### config.mk
export PLATFORM = sky130hd
export DESIGN_NAME = ram_rd_arbiter
export DESIGN_NICKNAME = d
export VERILOG_FILES = /design/src/rtl/ram_rd_arbiter_pkg.sv /design/src/rtl/ram_rd_arbiter_rr_pick.sv /design/src/rtl/ram_rd_arbiter.sv
export SDC_FILE = /design/constraint.sdc
export NUM_CORES = 1
export LEC_CHECK = 0
export CAP_MARGIN = 20
export CORE_AREA = 2 2 80 82
export DETAILED_ROUTE_END_ITERATION = 16
export DIE_AREA = 0 0 82 84
export PLACE_DENSITY = 0.86
export SYNTH_ARGS = -nofsm -noshare
export SYNTH_HDL_FRONTEND = slang
export SYNTH_HIERARCHICAL = 1
export SYNTH_SLANG_ARGS = --single-unit
### constraint.sdc
create_clock -name clk -period 6.7 [get_ports clk]
set_input_delay 1.34 -clock clk [delete_from_list [all_inputs] [get_ports clk]]
set_output_delay 1.34 -clock clk [all_outputs]
set_load 0.02 [all_outputs]
### src/rtl/ram_rd_arbiter_pkg.sv
// Shared constants and helpers for the RAM read arbiter.
// Index width helper keeps per-requester pointers compact.
package ram_arb_pkg;

  localparam int STATS_CNT_W = 16;

  function automatic int idx_w(input int n);
    return (n <= 1) ? 1 : $clog2(n);
  endfunction

endpackage

### src/rtl/ram_rd_arbiter_rr_pick.sv
// Round-robin picker: first active request at or above ptr,
// wrapping modulo N. Purely combinational.
module rr_pick #(
  parameter int N  = 4,
  parameter int IW = 2
) (
  input  logic [N-1:0]  req,
  input  logic [IW-1:0] ptr,
  output logic [N-1:0]  gnt,
  output logic [IW-1:0] gnt_idx,
  output logic          gnt_any
);

  logic found;

  always_comb begin
    gnt     = '0;
    gnt_idx = '0;
    found   = 1'b0;
    for (int k = 0; k < N; k++) begin
      int j;
      j = int'(ptr) + k;
      if (j >= N) j = j - N;
      if (!found && req[j]) begin
        found   = 1'b1;
        gnt[j]  = 1'b1;
        gnt_idx = IW'(j);
      end
    end
  end

  assign gnt_any = |req;

endmodule

### src/rtl/ram_rd_arbiter.sv
// Round-robin read arbiter in front of a single-port RAM.
// Optional per-requester stats under RAM_RD_ARBITER_STATS_EN.
module ram_rd_arbiter
  import ram_arb_pkg::*;
#(
  parameter int NUM_REQ_P = 4,
  parameter int ADDR_W_P  = 8,
  parameter int DATA_W_P  = 64
) (
  input  logic                          clk,
  input  logic                          rst_n,
`ifdef RAM_RD_ARBITER_STATS_EN
  output logic [NUM_REQ_P*STATS_CNT_W-1:0] grant_cnt,
`endif
  input  logic [NUM_REQ_P-1:0]          req_val,
  input  logic [NUM_REQ_P*ADDR_W_P-1:0] req_addr,
  output logic [NUM_REQ_P-1:0]          req_rdy,
  output logic [NUM_REQ_P-1:0]          resp_val,
  output logic [ADDR_W_P-1:0]           resp_addr,
  output logic [DATA_W_P-1:0]           resp_data,
  input  logic [NUM_REQ_P-1:0]          resp_rdy,
  output logic                          mem_rd_req_val,
  output logic [ADDR_W_P-1:0]           mem_rd_req_addr,
  input  logic                          mem_rd_req_rdy,
  input  logic                          mem_rd_resp_val,
  input  logic [ADDR_W_P-1:0]           mem_rd_resp_addr,
  input  logic [DATA_W_P-1:0]           mem_rd_resp_data,
  output logic                          mem_rd_resp_rdy
);

  localparam int IW = idx_w(NUM_REQ_P);
  localparam logic [IW-1:0] LAST = IW'(NUM_REQ_P - 1);

  logic [IW-1:0]        ptr;
  logic [IW-1:0]        owner;
  logic [IW-1:0]        ptr_nxt;
  logic [NUM_REQ_P-1:0] gnt;
  logic [IW-1:0]        gnt_idx;
  logic                 gnt_any;
  logic                 hs;
  logic [ADDR_W_P-1:0]  addr_a [NUM_REQ_P];

  rr_pick #(
    .N  (NUM_REQ_P),
    .IW (IW)
  ) u_pick (
    .req     (req_val),
    .ptr     (ptr),
    .gnt     (gnt),
    .gnt_idx (gnt_idx),
    .gnt_any (gnt_any)
  );

  for (genvar i = 0; i < NUM_REQ_P; i++) begin : g_addr
    assign addr_a[i] = req_addr[i*ADDR_W_P +: ADDR_W_P];
  end

  assign mem_rd_req_val  = gnt_any;
  assign mem_rd_req_addr = addr_a[gnt_idx];
  assign req_rdy         = gnt & {NUM_REQ_P{mem_rd_req_rdy}};
  assign hs              = mem_rd_req_val & mem_rd_req_rdy;
  assign ptr_nxt = (gnt_idx == LAST) ? '0 : gnt_idx + IW'(1);

  always_ff @(posedge clk) begin
    if (!rst_n) begin
      ptr   <= '0;
      owner <= '0;
    end else if (hs) begin
      ptr   <= ptr_nxt;
      owner <= gnt_idx;
    end
  end

  // Response side is steered purely by the registered owner.
  always_comb begin
    resp_val        = '0;
    resp_val[owner] = mem_rd_resp_val;
  end

  assign mem_rd_resp_rdy = resp_rdy[owner];
  assign resp_addr       = mem_rd_resp_addr;
  assign resp_data       = mem_rd_resp_data;

`ifdef RAM_RD_ARBITER_STATS_EN
  for (genvar i = 0; i < NUM_REQ_P; i++) begin : g_cnt
    logic [STATS_CNT_W-1:0] cnt;
    always_ff @(posedge clk) begin
      if (!rst_n)
        cnt <= '0;
      else if (hs && gnt[i] && (cnt != '1))
        cnt <= cnt + STATS_CNT_W'(1);
    end
    assign grant_cnt[i*STATS_CNT_W +: STATS_CNT_W] = cnt;
  end
`endif

endmodule

==> results by group <==
Global routing
  • Largest net degree at the start of global routing: 16
  • Grt total ovfl: 0
  • Vias in the first global route: 1,084
  • Initial antenna violation count: 0
  • First-pass GRT wire length: approximately 5600 um
  • Total GRT Usage: 10.4%

Synthesis
  • Ys async rst share: 0%
  • Post-synthesis compound-gate area fraction: between 10% and 20%
  • Adder-cell share of the synthesized area: 7.58%
  • Synth cell types: 37
  • Mapped Nets: 289
  • Flops & latches, synth: 4
  • Mux share of post-synthesis cell area: 21.4%
  • Synthesis warning total: 6
  • Synth Area in XOR/XNOR: 0%
  • Most frequent cell after synthesis: buf_4
  • Simple-gate share of the synthesized area: 11.9%
  • Post-Syn Instances: 164
  • Number of enable flip-flop cells after synthesis: 0
  • Main combinational cell family by area after synthesis: buffers and inverters
  • Synth top area share: 36.9%
  • Most used DFF post-synth: dfxtp_1
  • Yosys top cell by area: buf_4
  • Synth Area per Inst: 9.06 um^2
  • Register area share after synthesis: 5.39%
  • Syn Std Cell Area: 1490 um^2
  • Commonest cells post-synth: 73 x buf_4, 12 x mux4_2, 9 x ha_1
  • Synth area leaders: buf_4 37%, mux4_2 18%, ha_1 7.6%, dfxtp_1 5.4%, a22oi_1 4.0%

Timing
  • F_max: 0.177 GHz
  • Final setup vio count: 0
  • Worst-Margin Slew: 0.569 ns
  • Tmin final: ~5.7 ns
  • Skew final: 0.00293 ns
  • Rel. slew slack: 62.0%
  • RSZ-0062 raised after global routing: false
  • Final worst path period share: 84.5%
  • Max Slew Vio Count: 0
  • Final hold viol count: 0
  • Setup_tns: 0 ns

Power
  • VDD IR max: 0.245 mV
  • Sw power: 0.325 mW
  • Switching share of total power: 45.4%
  • Combinational power share: between 80% and 90%
  • Internal: 0.390 mW
  • Pwr/cell area: between 400 and 500 nW/um^2
  • Leak pwr: ~0.60 nW
  • Clock network fraction of total power: under 10%
  • Sequential share of power: 8.2%

Placed design
  • Port bufs: 61
  • Gpl congestion: 0.867
  • Placed cell areas: 1620 um^2
  • HPWL after detailed placement: 2990 um

Clock tree
  • Clk slew on worst S/H paths: 0.03 ns
  • Hold_buf cts: 0
  • CTS sink cnt: 4
  • Worst skew pair latency: 0.22 ns
  • Post-CTS setup buffer count: 0
  • Clock buffer count from CTS: 3
  • Htree depth: 1
  • Worst-case clock buffer depth: 2
  • Clock root cell: clkbuf_8
  • # resized after CTS: 0
  • TritonCTS clock tree: done

Detailed routing
  • Routed Antenna Nets: 0
  • Final wirelength: 3570 um
  • Drt pass-1 iters: 4
  • WL per Instance: 15.7 um
  • Vias after detailed routing: 1,055
  • DR iter-0 viols: 43
  • Vias/cell: 4.65
  • Post-route DRC: 0

Setup path
  • CP peak stage delay: 0.64 ns
  • Startpoint Class: input port
  • R2R depth: 10
  • Worst setup EP type: output port
  • Crit path capture: mem_rd_req_addr[3]
  • CP max stage cell: mux4_2
  • Worst r2r src: ptr[0]
  • WS Path Type: input port to output port
  • Crit-path max FO: 11
  • RR Endpoint: ptr[1]
  • WP data required: 5.36 ns
  • FF-to-FF setup slack: approximately 3.3 ns
  • CP Launch Point: req_val[3]
  • Arrival time at the worst endpoint: 4.32 ns
  • Worst path cell trace: clkdlybuf4s50_1 -> mux4_2 -> nor2b_4 -> o21ai_0 -> o31ai_2 -> buf_4 -> mux4_2 -> clkdlybuf4s50_1

Cells and area
  • Area delta synth->final: 11.6%
  • Ant. Diodes: 0
  • Share of post-route cells with drive strength above 1: 16.0%
  • Final instance area: approximately 1700 um^2
  • # fillers: 631
  • Nets: 277

Floorplanning
  • Die Ht: 84 um
  • CORE AREA: 6100 um^2
  • Die X: 82 um
  • Rows: 29
  • IO Pins: approximately 210
  • Die Area: 6890 um^2
  • Initial Utilization: 24.4%

Status
  • Run status: complete, no violations

Flow run
  • MaxCap Viol Count: 0

Min path
  • Hold Path Class: flip-flop to flip-flop
## layout make-up
class                           count  area [um^2]  share of cell area, %
Timing Repair Buffer               62          618                   37.3
Clock buffer                        3         41.3                   2.49
Sequential cell                     4         80.1                   4.83
Multi-Input combinational cell     77          808                   48.7
Tap cell                           77         96.3                   5.81
Inverter                            4         15.0                  0.905
## registers in the layout (all words and copies together), names as in the netlist
register,count
owner,2
ptr,2
## per-stage QoR
step | worst slack, ns | total power, mW | instances | util [%] | hold WS [ns]
finish | 1.04 | 0.715 | 227 | 27.2 | 0.709
global route | 0.892 | 0.774 | 227 | 27.2 | 0.743
CTS | 1.03 | 0.722 | 227 | 27.2 | 0.709
detailed placement | 1.04 | 0.666 | 224 | 26.5 | 0.699
global placement | 1.10 | 0.656 | 224 | 26.5 | 0.679
floorplan | 2.18 | 0.537 | 164 | - | 0.644
## cell usage in the layout (no fill, tap or decap), drive strengths merged, types with 3 or more instances in the layout
cell type,n
clkdlybuf4s50,61
mux4,13
ha,9
a22oi,8
o21ai,6
nand2,5
and2,4
a21boi,4
o21a,4
dfxtp,4
inv,4
and3,4
nor2,3
clkbuf,3
## cell families after synthesis
kind of cell               Yosys count
DFF                                  4
adders and majority gates            9
muxes                               15
and+or+nand+nor                     25
buffers and inverters               83
AOI/OAI and AO/OA                   28
## routing by layer
layer	share of wire, %	GRT usage, %
met3	8.8	3.57
met2	52	17.7
met1	34	10.8
met5	0	0
met4	4.5	6.36
## worst max-delay path: cells and delay by family
kind,cells,cell delay [ns]
and+or+nand+nor,1,0.22
muxes,2,1.18
buffers and inverters,3,1.34
AOI/OAI and AO/OA,2,0.24
## worst min-delay path by stage
stage                  start       end  slack, ns  cells after the start
floorplan           owner[1]  owner[1]       0.64                      2
global placement    owner[1]  owner[1]       0.68                      2
detailed placement  owner[1]  owner[1]       0.70                      2
CTS                 owner[1]  owner[1]       0.71                      2
global route        owner[1]  owner[1]       0.74                      2
finish              owner[1]  owner[1]       0.71                      2
## power by group through the flow
| stage | clock (mW) | combinational, mW | sequential (mW) |
|---|---|---|---|
| 6_report | 0.0525 | 0.604 | 0.0584 |
| 5_1_grt | 0.0540 | 0.658 | 0.0618 |
| 4_1_cts | 0.0540 | 0.610 | 0.0584 |
| 3_5_place_dp | 0 | 0.607 | 0.0588 |
| 3_3_place_gp | 0 | 0.598 | 0.0577 |
| 2_1_floorplan | 0 | 0.494 | 0.0434 |
(Power assumes the default switching activity.)
